===== config.mk =====
export PLATFORM = sky130hd
export DESIGN_NAME = axi_line_reader
export DESIGN_NICKNAME = d
export VERILOG_FILES = /design/src/rtl/axi_pkg.sv /design/src/rtl/axi_line_reader.sv
export SDC_FILE = /design/constraint.sdc
export NUM_CORES = 1
export LEC_CHECK = 0
export ABC_CLOCK_PERIOD_IN_PS = 4900
export BUFFER_PORTS_ARGS = -buffer_cell sky130_fd_sc_hd__buf_4
export CAP_MARGIN = 30
export CELL_PAD_IN_SITES_DETAIL_PLACEMENT = 1
export CELL_PAD_IN_SITES_GLOBAL_PLACEMENT = 1
export CORE_MARGIN = 10
export CORE_UTILIZATION = 39
export CTS_CLUSTER_DIAMETER = 60
export DETAILED_ROUTE_END_ITERATION = 12
export GPL_ROUTABILITY_DRIVEN = 0
export PLACE_DENSITY_LB_ADDON = 0.3
export SLEW_MARGIN = 20
export SYNTH_ARGS = -nofsm -noshare
export SYNTH_HDL_FRONTEND = slang
export SYNTH_SLANG_ARGS = --single-unit

===== constraint.sdc =====
create_clock -name clk -period 4.9 [get_ports clk]
set_input_delay 0.735 -clock clk [delete_from_list [all_inputs] [get_ports clk]]
set_output_delay 0.735 -clock clk [all_outputs]
set_load 0.01 [all_outputs]

===== src/rtl/axi_pkg.sv =====
// Shared AXI encodings and the line-reader state type.
package axi_pkg;

  localparam logic [1:0] AXI_BURST_INCR = 2'b01;
  localparam logic [2:0] AXI_SIZE_4B    = 3'b010;
  localparam logic [1:0] AXI_RESP_OKAY  = 2'b00;
  localparam logic [1:0] AXI_RESP_SLVERR = 2'b10;
  localparam logic [1:0] AXI_RESP_DECERR = 2'b11;

  typedef enum logic [1:0] {
    RD_IDLE = 2'd0,
    RD_AR   = 2'd1,
    RD_R    = 2'd2,
    RD_DONE = 2'd3
  } rd_state_e;

endpackage


===== src/rtl/axi_line_reader.sv =====
// AXI4 read master fetching one instruction-cache line per request as a single INCR burst.
// Optional AXI_RRESP_CHECK_EN adds a sticky rd_err flag for bad responses / short bursts.
module axi_line_reader
  import axi_pkg::*;
#(
  parameter int ADDR_W     = 32,
  parameter int DATA_W     = 32,
  parameter int LINE_WORDS = 8,
  parameter int ID_W       = 4,
  parameter int AR_ID      = 0
) (
  input  logic                         clk,
  input  logic                         rst,
  input  logic                         rd_req,
  input  logic [ADDR_W-1:0]            rd_addr,
  output logic                         gnt,
  output logic [DATA_W*LINE_WORDS-1:0] line_data,
  output logic [ID_W-1:0]              arid,
  output logic [ADDR_W-1:0]            araddr,
  output logic [7:0]                   arlen,
  output logic [2:0]                   arsize,
  output logic [1:0]                   arburst,
  output logic                         arvalid,
  input  logic                         arready,
  input  logic [ID_W-1:0]              rid,
  input  logic [DATA_W-1:0]            rdata,
  input  logic [1:0]                   rresp,
  input  logic                         rlast,
  input  logic                         rvalid,
  output logic                         rready,
  output logic                         rd_err
);

  localparam int CNT_W  = $clog2(LINE_WORDS);
  localparam int OFFS_W = $clog2(LINE_WORDS * 4);
  localparam logic [CNT_W-1:0] LAST_CNT = CNT_W'(LINE_WORDS - 1);

  rd_state_e         state_r;
  logic [CNT_W-1:0]  cnt_r;
  logic [DATA_W-1:0] line_r [LINE_WORDS];
  logic              beat_s;
  logic              unused_s;

  assign beat_s   = (state_r == RD_R) && rvalid && rready;
  assign unused_s = ^{rid, rresp, rd_addr[OFFS_W-1:0]};

  assign arid    = ID_W'(AR_ID);
  assign arlen   = 8'(LINE_WORDS - 1);
  assign arsize  = AXI_SIZE_4B;
  assign arburst = AXI_BURST_INCR;

  // Request sequencing: one AR handshake, then beats until rlast or a full line.
  always_ff @(posedge clk) begin
    if (rst) begin
      state_r <= RD_IDLE;
      gnt     <= 1'b0;
      arvalid <= 1'b0;
      rready  <= 1'b0;
      araddr  <= {ADDR_W{1'b0}};
      cnt_r   <= {CNT_W{1'b0}};
    end else begin
      case (state_r)
        RD_IDLE: begin
          gnt <= 1'b0;
          if (rd_req) begin
            araddr  <= {rd_addr[ADDR_W-1:OFFS_W], {OFFS_W{1'b0}}};
            arvalid <= 1'b1;
            state_r <= RD_AR;
          end else begin
            state_r <= RD_IDLE;
          end
        end
        RD_AR: begin
          if (arready) begin
            arvalid <= 1'b0;
            rready  <= 1'b1;
            cnt_r   <= {CNT_W{1'b0}};
            state_r <= RD_R;
          end else begin
            state_r <= RD_AR;
          end
        end
        RD_R: begin
          if (beat_s) begin
            cnt_r <= cnt_r + CNT_W'(1);
            // A full line ends the burst even if the slave never raises rlast.
            if (rlast || (cnt_r == LAST_CNT)) begin
              rready  <= 1'b0;
              gnt     <= 1'b1;
              state_r <= RD_DONE;
            end else begin
              state_r <= RD_R;
            end
          end else begin
            state_r <= RD_R;
          end
        end
        RD_DONE: begin
          gnt     <= 1'b0;
          state_r <= RD_IDLE;
        end
        default: begin
          gnt     <= 1'b0;
          arvalid <= 1'b0;
          rready  <= 1'b0;
          state_r <= RD_IDLE;
        end
      endcase
    end
  end

  // Line buffer capture; deliberately not reset, words not written keep old data.
  always_ff @(posedge clk) begin
    if (!rst && beat_s) begin
      line_r[cnt_r] <= rdata;
    end else begin
      line_r[cnt_r] <= line_r[cnt_r];
    end
  end

  for (genvar i = 0; i < LINE_WORDS; i++) begin : g_line
    assign line_data[i*DATA_W +: DATA_W] = line_r[i];
  end

`ifdef AXI_RRESP_CHECK_EN
  // Sticky error on any non-OKAY beat or a burst cut short by rlast.
  always_ff @(posedge clk) begin
    if (rst) begin
      rd_err <= 1'b0;
    end else if (beat_s && ((rresp != AXI_RESP_OKAY) || (rlast && (cnt_r != LAST_CNT)))) begin
      rd_err <= 1'b1;
    end else begin
      rd_err <= rd_err;
    end
  end
`else
  assign rd_err = 1'b0;
`endif

endmodule


### After elaboration in Yosys (flattened, before gate mapping)

Memories as Yosys holds them, arrays and structs flattened.
Cells that the tools add are included.

* flip-flop bits (word level): 35
* memory bits (writable): 256
* output and inout bits: 309
* input bits: 76
* memories kept: 1
* word-level logic and storage cells: 56

Memories
* line_r: depth 8, width 32, read ports 8, clocked after memory_dff 0, wr ports 1, RTL line axi_line_reader.sv:40 `logic [DATA_W-1:0] line_r [LINE_WORDS];`

* equal/unequal tests: 9
* reduce and logical (&&, ||, !) cells: 16
* bitwise operators: 1
* muxes and demuxes: 22
* $add $sub $neg: 1

Operators by type and width (count)
* $mux 32: 1
* $mux 1: 12
* $reduce_and 3->1: 3
* $pmux 2 s4: 1
* $mux 3: 2
* $ne 2x2->1 const B: 3
* $pmux 1 s2: 3
* $pmux 3 s2: 1
* $reduce_bool 2->1: 3
* $eq 2x2->1 const B: 2
* $mux 2: 2
* $reduce_and 2->1: 2
* $reduce_and 4->1: 1
* $add 3x1->3 const B: 1
* $eq 3x3->1 const B: 1
* $logic_and 1x1->1: 3
* $eq 2x1->1 const B: 1
* $logic_not 2->1: 1
* $ne 2x1->1 const B: 1
* $reduce_or 2->1: 1
* $logic_not 1->1: 1
* $logic_or 1x1->1: 1
* $ne 0x0->1: 1
* $or 1x1->1: 1

### Logic depth before layout (Yosys ltp)

Gate-level depths: netlist of run 1.

* depth after elaboration: 7
* gate-level depth with buffers: 7
* depth with buffers taken out: 5

### Worst setup path before layout of run 1

Ideal clock, no wire load.

* path kind: input port to flip-flop
* start point: input rst
* end point: memory line_r[0][0], enable pin
* required time: 4.439 ns
* arrival time: 3.386 ns
* slack: 1.053 ns
* cell stages on the path: 4
* library setup time: 0.461 ns
* path buffers: 1
* cells stage by stage: clkbuf_1 inv_4 nand4b_1 nor3_1

* longest elaborated chain between the ends: 5
* elaborated cells between the ends (all ways): 7
* those cells by class: 3 x mux; 1 x bitwise; 3 x reduce/logical

Ends and longest elaborated chain
* start, declared: RTL line axi_line_reader.sv:13 `input logic rst,`
* $logic_not 1->1 *: RTL line axi_line_reader.sv:114 `if (!rst && beat_s) begin`
* $logic_and 1x1->1 *: RTL line axi_line_reader.sv:114
* $mux 1 (on tied branches): RTL line axi_line_reader.sv:114, axi_line_reader.sv:117
* $mux 1 (not written as such) or $reduce_and 2->1 (tied branches)
* $or 1x1->1 (no source line) *
* end, declared: RTL line axi_line_reader.sv:40

Every way passes the cells marked *; elsewhere a longest branch is shown, timed or not.

### Worst setup path after layout of run 1

* start point: register state_r[0]
* end point: memory line_r[7][30], enable pin

* longest elaborated chain between the ends: 7
* elaborated cells between the ends (all ways): 9
* those cells by class: 1 x eq/ne; 3 x mux; 1 x bitwise; 4 x reduce/logical

Ends and longest elaborated chain
* start, declared: RTL line axi_line_reader.sv:38 `rd_state_e state_r;`
* start signal, assigned: RTL line axi_line_reader.sv:55 `state_r <= RD_IDLE;`
* start signal, assigned: RTL line axi_line_reader.sv:68 `state_r <= RD_AR;`
* start signal, assigned: RTL line axi_line_reader.sv:70 `state_r <= RD_IDLE;`
* $eq 2x2->1 *: RTL line axi_line_reader.sv:44 `assign beat_s = (state_r == RD_R) && rvalid && rready;`
* $logic_and 1x1->1 * (2 in a row): RTL line axi_line_reader.sv:44
* $logic_and 1x1->1 *: RTL line axi_line_reader.sv:114
* $mux 1 (on tied branches): RTL line axi_line_reader.sv:114, axi_line_reader.sv:117
* $mux 1 (not written as such) or $reduce_and 2->1 (tied branches)
* $or 1x1->1 (no source line) *

Marks and branches as above.

==> results of run 1 <==
-- cells by family after synthesis --
logic type	Yosys count
AOI/OAI and AO/OA	44
adders and majority gates	6
buffers and inverters	39
DFF	291
muxes	1
other	2
and+or+nand+nor	85
-- through the flow --
| step | instance area (sq um) | util |
|---|---|---|
| after detailed placement | 12430 | 0.5282 |
| after floorplan | 9442 | - |
| after global placement | 12340 | 0.5243 |
| after CTS | 13360 | 0.5676 |
| final | 13380 | 0.5682 |
| after global routing | 13380 | 0.5682 |
-- state kept, by name (all words and copies together) (netlist names), named ones only --
register  count
araddr       27
arvalid       1
cnt_r         3
gnt           1
line_r      256
rready        1
state_r       1
-- Yosys cell counts, types with 2 or more instances --
cell type	n	share of area
nor3_1	2	0.0011
buf_2	2	0.0011
nor2_1	7	0.0028
o21ai_1	2	0.0011
nand2_1	60	0.024
nor2b_1	2	0.0013
clkbuf_1	4	0.0016
and2_1	2	0.0013
ha_1	6	0.0080
a21oi_1	31	0.017
buf_4	25	0.020
inv_1	4	0.0016
edfxtp_1	256	0.82
buf_1	2	0.00080
conb_1	2	0.00080
nand2b_1	2	0.0013
nand3_1	2	0.0011
nand4b_1	2	0.0019
dfxtp_1	35	0.075
-- metal layers --
metal | up-vias | routed length [um] | GRT usage | share of wire
li1 | 2468 | - | - | -
met5 | - | 0 | 0 | 0
met3 | 37 | 3189 | 0.07566 | 0.11
met2 | 321 | 14860 | 0.3175 | 0.50
met1 | 2759 | 11350 | 0.2111 | 0.38
met4 | 0 | 576 | 0.04239 | 0.019
-- final cells by class --
class                   instances  share of cell area
well taps                     319             0.02984
multi-input cells             159             0.06397
repair buffers                362              0.2082
flip-flops and latches        291              0.6270
inverters                       5            0.001590
clock inverters                18             0.01113
clock buffers                  35             0.05827
-- worst max-delay path: cells and delay by family, from the launching register on --
kind | cells | cell delay [ns]
flops | 1 | 0.33
buf+inv | 2 | 0.48
simple gates | 2 | 1.21
fa+ha+maj | 1 | 0.39
-- cell usage in the layout, fill, tap and decap left out, types with 2 or more instances in the layout --
cell,count
buf_4,358
edfxtp_1,256
nand2_1,60
dfxtp_1,35
a21oi_1,31
clkbuf_16,30
conb_1,23
clkinv_2,7
nor2_4,6
ha_1,6
inv_1,4
clkinv_1,4
clkbuf_1,4
clkinvlp_4,4
buf_16,3
and2_1,2
nand2b_1,2
nand4b_1,2
nor3_2,2
nor2b_1,2
o21ai_1,2
nand3_1,2
bufinv_16,2
-- final timing paths --
path / startpoint / end / slack (ns) / cells after the start
setup / recovery: state_r[0]$_SDFF_PP0_ / line_r[7][30]$_DFFE_PP_ / 2.17 / 5
setup reg to reg: state_r[0]$_SDFF_PP0_ / line_r[7][30]$_DFFE_PP_ / 2.17 / 5
hold reg to reg: araddr[30]$_SDFFE_PP0P_ / araddr[30]$_SDFFE_PP0P_ / 0.46 / 2
hold / removal: rdata[18] / line_r[6][18]$_DFFE_PP_ / 0.44 / 1
-- power by group --
part           switching, mW  leakage, nW  total (mW)  internal [mW]
Clock                  0.888        0.448        2.12           1.24
Sequential            0.0122         2.59        2.72           2.71
Combinational          0.106         2.13       0.182         0.0760
Total                   1.01         5.16        5.03           4.02
==> run metrics, run 1 <==
Final Power 5.029 mW; Worst path max stage delay 0.78 ns; synth-to-layout area growth 42.88%; num rows 56; post-route clock period utilization 0.5581; unrepaired setup endpoints after global routing false; vias 5,585; endpoints failing setup 0; area occupied by multi-input gates 855.8 sq um; #FFs+latches synth 291; first-pass GRT wire length 42.88 mm; Crit Path Max Fanout 22; WL final 29.97 mm; Max Clk Rate 0.3657 GHz; die area 30,600 sq um; Pre-antenna DRT Iters 4; placed cells 1,135; critical path endpoint category flop; CTS Buf Count 29; cts repair resizes 0; status completed; core area 23,540 sq um; Leakage 5.162 nW; TritonCTS clock tree done; vias per inst 4.697; Post-Synthesis Cells 468; CP Cell Sequence inv_1 > ha_1 > nand4_1 > nor2_4 > buf_4; Total GRT Usage 0.1847; actual slew at the worst max-slew pin 0.8094 ns; skew final 0.007928 ns; effective utilization at floorplan 0.3977; crit path DAT 2.95 ns; Tmin final 2.735 ns; total negative slack 0 ns; initial antenna violation count 0; synthesized area 9363 sq um; CTS hold repair buffers 0; Synth Flop Type edfxtp_1; gr ovfl total 0; Peak VDD IR 0.2062 mV; Detail Route Antenna Nets 0; ratio of cells with drive above 1 in the final layout 0.4816; layout net count 930; CP startpoint kind flop; Clock Tree Root clkbuf_16; post-synthesis adder-cell area fraction 0.008018; Compound-Gate Fraction of Synth Area 0.02740; I/O Buffers 350; crit path kind flop to flop; Post-synth ARST share 0; final hold slack 0.4442 ns; max cap viols 0; max-slew violation count 0; XOR/XNOR Fraction of Synth Area 0; Seq/Total Area, Yosys 0.8959; sequential cell area 8388 sq um; IO Count 385; clock tree buffer depth 3; Setup WS pre-CTS 1.930 ns; Layout Cells excl Fill 1,189; CTS Sinks 291; largest net degree at the start of global routing 35; simple logic cell fraction of the synthesized area 0.03942; WL/cell 25.21 um; Fillers 2,261; Clock Pin Slew Worst Setup and Hold Paths 0.06 ns; setup ws final 2.165 ns; Hold WC Path Type primary input to flop; die width 174.9 um; H-Tree Depth 1; relative slew slack 0.4591; PwrDens 375.9 nW/um^2; Final Hold Vio Count 0; DRC violations left 0; Worst Path Required 5.12 ns; EDFF count, synth 256; post-synthesis mux area share 0.001470; post-CTS setup buffers 0; clock latency on the worst-skew pair 0.53 ns; drt first-iter violations 332; Diodes inserted 0; largest family of logic cells by synthesized area simple AND/OR/NAND/NOR gates; Max stage delay cell, worst path nor2_4; Distinct cells, synth 39; Avg Inst Size Synth 20.01 sq um; Die Y 174.9 um; number of global-route vias before repair 6,065; synth warn 0; post-DP HPWL 22.61 mm
No activity file was read; power rests on OpenSTA's default activity.
==> inputs of run 2 (changes only) <==
- ABC_CLOCK_PERIOD_IN_PS: 4900 -> 2800
- clock period: 4.9 -> 2.8 ns (I/O delays scaled with it)
==> run 2 against run 1 <==
  * Die area unchanged
  * Routed wire length decreased by 1.3%
  * Design area increased by 0.17%
  * Combinational power increased by 73%
  * Largest cell class unchanged
==> run metrics, run 2 (same netlist as run 1, synthesis figures left out) <==
register with the most flip-flops line_r; crit path kind flop to flop; H-Tree Depth 1; IO Count 385; Hold WC Path Type primary input to flop; drt first-iter violations 425; PwrDens 665.4 nW/um^2; crit path DAT 2.48 ns; Final Hold Vio Count 0; number of global-route vias before repair 6,130; placed cells 1,140; max cap viols 0; CP startpoint kind flop; Total GRT Usage 0.1829; Detail Route Antenna Nets 0; initial antenna violation count 0; synth-to-layout area growth 43.12%; die width 174.9 um; Fillers 2,280; Peak VDD IR 0.3828 mV; max-slew violation count 0; sequential cell area 8388 sq um; WL final 29.59 mm; first-pass GRT wire length 42.57 mm; fin util 0.5692; clock tree buffer depth 3; effective utilization at floorplan 0.3977; critical path endpoint category flop; CTS hold repair buffers 0; unrepaired setup endpoints after global routing false; fin area 13,400 sq um; post-route clock period utilization 0.8266; CTS Buf Count 29; num rows 56; layout net count 935; ratio of cells with drive above 1 in the final layout 0.4857; Diodes inserted 0; Final Power 8.916 mW; Worst Path Required 2.97 ns; status completed; cts repair resizes 0; endpoints failing setup 0; clock latency on the worst-skew pair 0.53 ns; skew final 0.01389 ns; CTS Sinks 291; commonest non-fill, non-tap cells in the layout 366 x buf_4, 256 x edfxtp_1, 60 x nand2_1; I/O Buffers 350; Clock Pin Slew Worst Setup and Hold Paths 0.07 ns; die area 30,600 sq um; actual slew at the worst max-slew pin 0.4988 ns; core area 23,540 sq um; Die Y 174.9 um; TritonCTS clock tree done; Clock Tree Root clkbuf_16; Tmin final 2.315 ns; vias per inst 4.647; Max stage delay cell, worst path nand4_1; dpl cell area 12,420 sq um; Layout Cells excl Fill 1,194; largest net degree at the start of global routing 35; total negative slack 0 ns; relative slew slack 0.6663; post-CTS setup buffers 0; Leakage 5.181 nW; number of flip-flops in the largest register 256; vias 5,549; area occupied by multi-input gates 868.3 sq um; DRC violations left 0; most common cell after layout, fill and taps aside buf_4; CP Cell Sequence inv_1 > ha_1 > nand4_1 > nor2_4 > buf_4; post-DP HPWL 21.93 mm; Crit Path Max Fanout 23; Max Clk Rate 0.4320 GHz; gr ovfl total 0; Pre-antenna DRT Iters 4; Worst path max stage delay 0.46 ns; WL/cell 24.78 um; biggest regs line_r x256, araddr x27, cnt_r x3
[run 2: stage by stage]
step / hold slack, ns / setup WS (ns)
finish: 0.1202 / 0.4854
global route: 0.1069 / 0.2584
CTS: 0.09686 / 0.4604
detailed placement: 0.4502 / 0.4617
global placement: 0.4435 / 0.5974
floorplan: 0.4530 / 0.1134
[run 2: where the power goes]
part	leakage [nW]	switching, mW	internal, mW
Sequential	2.59	0.0204	4.74
Combinational	2.12	0.182	0.133
Clock	0.469	1.57	2.27
[run 2: area by class of cell]
class	instances	share of cell area
clock inverters	16	0.01307
flip-flops and latches	291	0.6260
clock buffers	37	0.05864
well taps	319	0.02979
multi-input cells	159	0.06480
repair buffers	367	0.2062
inverters	5	0.001587
[run 2: worst paths after layout]
check                           depth (start not counted)  slack [ns]                       to               startpoint
worst min register to register                          2        0.46  araddr[15]$_SDFFE_PP0P_  araddr[15]$_SDFFE_PP0P_
worst max register to register                          5        0.49  line_r[5][26]$_DFFE_PP_    state_r[0]$_SDFF_PP0_
worst min-delay path                                    1        0.12  line_r[5][18]$_DFFE_PP_                rdata[18]
worst max-delay path                                    5        0.49  line_r[5][26]$_DFFE_PP_    state_r[0]$_SDFF_PP0_
[run 2: critical path: cells and delay by family (launching register included)]
family,cells,cell delay (ns)
AND/OR/NAND/NOR,2,0.70
adder cells (fa/ha/maj),1,0.37
flip-flops,1,0.32
buffers and inverters,2,0.53
[run 2: metal layers]
| metal | share of wire | wire [um] | track usage | up-vias |
|---|---|---|---|---|
| met5 | 0 | 0 | 0 | - |
| met4 | 0.012 | 365 | 0.03214 | 0 |
| met3 | 0.10 | 2958 | 0.07092 | 25 |
| met2 | 0.50 | 14910 | 0.3156 | 311 |
| met1 | 0.38 | 11350 | 0.2144 | 2731 |
| li1 | - | - | - | 2482 |
==> inputs of run 3 (changes only) <==
- ABC_CLOCK_PERIOD_IN_PS: 2800 -> 2400
- clock period: 2.8 -> 2.4 ns (I/O delays scaled with it)
==> run 3 against run 2 <==
  * Die area unchanged
  * Sequential power up 17%
  * Largest cell class unchanged
  * Register-to-register slack worse by 0.03 ns
  * First-iteration DRC count up 0.47%
  * Clock power up 16%
  * Utilization up 0.57 points
==> run metrics, run 3 (same netlist as run 1, synthesis figures left out) <==
crit path DAT 2.17 ns; Fillers 2,239; fin area 13,540 sq um; Worst Setup SP state_r[0]$_SDFF_PP0_; placed cells 1,142; effective utilization at floorplan 0.3977; CTS Sinks 291; Final Hold Vio Count 0; num rows 56; number of flip-flops in the largest register 256; largest net degree at the start of global routing 35; CTS Buf Count 29; RR Startpoint state_r[0]$_SDFF_PP0_; CTS hold repair buffers 0; post-route clock period utilization 0.8118; CP startpoint kind flop; drt first-iter violations 427; first-pass GRT wire length 42.57 mm; commonest non-fill, non-tap cells in the layout 357 x buf_4, 256 x edfxtp_1, 60 x nand2_1; Layout Cells excl Fill 1,196; Pre-antenna DRT Iters 5; die width 174.9 um; Hold WC Path Type primary input to flop; Detail Route Antenna Nets 0; critical path endpoint category flop; Clock Pin Slew Worst Setup and Hold Paths 0.06 ns; dpl cell area 12,580 sq um; Crit Path Max Fanout 13; cts repair resizes 0; Tmin final 1.948 ns; skew final 0.02052 ns; PwrDens 765.3 nW/um^2; post-CTS setup buffers 0; WL/cell 24.98 um; Clock Tree Root clkbuf_16; WL final 29.88 mm; crit path kind flop to flop; Die Y 174.9 um; Max Clk Rate 0.5132 GHz; endpoints failing setup 0; Peak VDD IR 0.4457 mV; IO Count 385; DRC violations left 0; Leakage 5.221 nW; status completed; vias per inst 4.737; core area 23,540 sq um; CP Cell Sequence inv_1 > ha_1 > nand4_1 > buf_4 > nor3_4 > buf_4; total negative slack 0 ns; most common cell after layout, fill and taps aside buf_4; Total GRT Usage 0.1833; crit path buf inv count 3; flop-to-flop setup slack 0.45 ns; max cap viols 0; Worst R2R Path Depth 6; register with the most flip-flops line_r; die area 30,600 sq um; H-Tree Depth 1; max-slew violation count 0; Max stage delay cell, worst path ha_1; post-DP HPWL 22.26 mm; final hold slack 0.06365 ns; clock tree buffer depth 3; vias 5,666; most used cell, CP buf_4; layout net count 937; synth-to-layout area growth 44.57%; actual slew at the worst max-slew pin 0.5106 ns; crit-path leading delay family buffers and inverters; gr ovfl total 0; relative slew slack 0.6584; fin util 0.5749; initial antenna violation count 0; clock latency on the worst-skew pair 0.53 ns; number of global-route vias before repair 6,220; TritonCTS clock tree done; Worst Path Required 2.62 ns; worst setup path end line_r[1][27]$_DFFE_PP_; Diodes inserted 0; ratio of cells with drive above 1 in the final layout 0.4880; R2R Path End line_r[1][27]$_DFFE_PP_; I/O Buffers 350; unrepaired setup endpoints after global routing false; critical path depth 6; biggest regs line_r x256, araddr x27, cnt_r x3; Worst path max stage delay 0.37 ns
==> run 3: changes by cell type in the layout (fill, tap and decap cells not counted), sizes merged <==
cell	previous run	this run
clkbuf	37	36
clkinvlp	2	1
clkinv	9	11
buf	367	369
==> run 3: where the power goes <==
| part | total, mW | switching, mW | leakage (nW) | internal, mW |
|---|---|---|---|---|
| sequential | 5.56 | 0.0247 | 2.59 | 5.53 |
| combinational | 0.364 | 0.210 | 2.16 | 0.155 |
| clock | 4.44 | 1.82 | 0.471 | 2.61 |
==> run 3: final cells by class <==
class / instances / area, sq um / share of cell area
Timing Repair Buffer: 369 / 2915 / 0.2154
Tap cell: 319 / 399.1 / 0.02949
Sequential cell: 291 / 8388 / 0.6197
Multi-Input combinational cell: 159 / 868.3 / 0.06415
Inverter: 5 / 21.27 / 0.001571
Clock inverter: 17 / 171.4 / 0.01266
Clock buffer: 36 / 772.0 / 0.05703
==> run 3: how the worst min path moves through the flow <==
stage	from	to	slack [ns]	cells after the start
global placement	araddr[5]$_SDFFE_PP0P_	araddr[5]$_SDFFE_PP0P_	0.45	2
finish	rdata[6]	line_r[6][6]$_DFFE_PP_	0.06	1
detailed placement	araddr[11]$_SDFFE_PP0P_	araddr[11]$_SDFFE_PP0P_	0.45	2
CTS	rdata[6]	line_r[6][6]$_DFFE_PP_	0.04	1
global route	rdata[27]	line_r[7][27]$_DFFE_PP_	0.04	1
floorplan	flop	flop	0.45	2
==> run 3: through the flow <==
| stage | total power, mW | setup WS [ns] |
|---|---|---|
| floorplan | 5.835 | -0.2866 |
| global placement | 6.005 | 0.5345 |
| detailed placement | 6.027 | 0.4367 |
| CTS | 10.46 | 0.4297 |
| global route | 10.71 | 0.3379 |
| finish | 10.36 | 0.4516 |
==> run 3: routing by layer <==
metal,track usage,part of all wire,up-vias
met5,0,0,-
met4,0.05157,0.023,0
met3,0.07243,0.10,38
met2,0.3148,0.49,339
met1,0.2077,0.38,2806
li1,-,-,2483
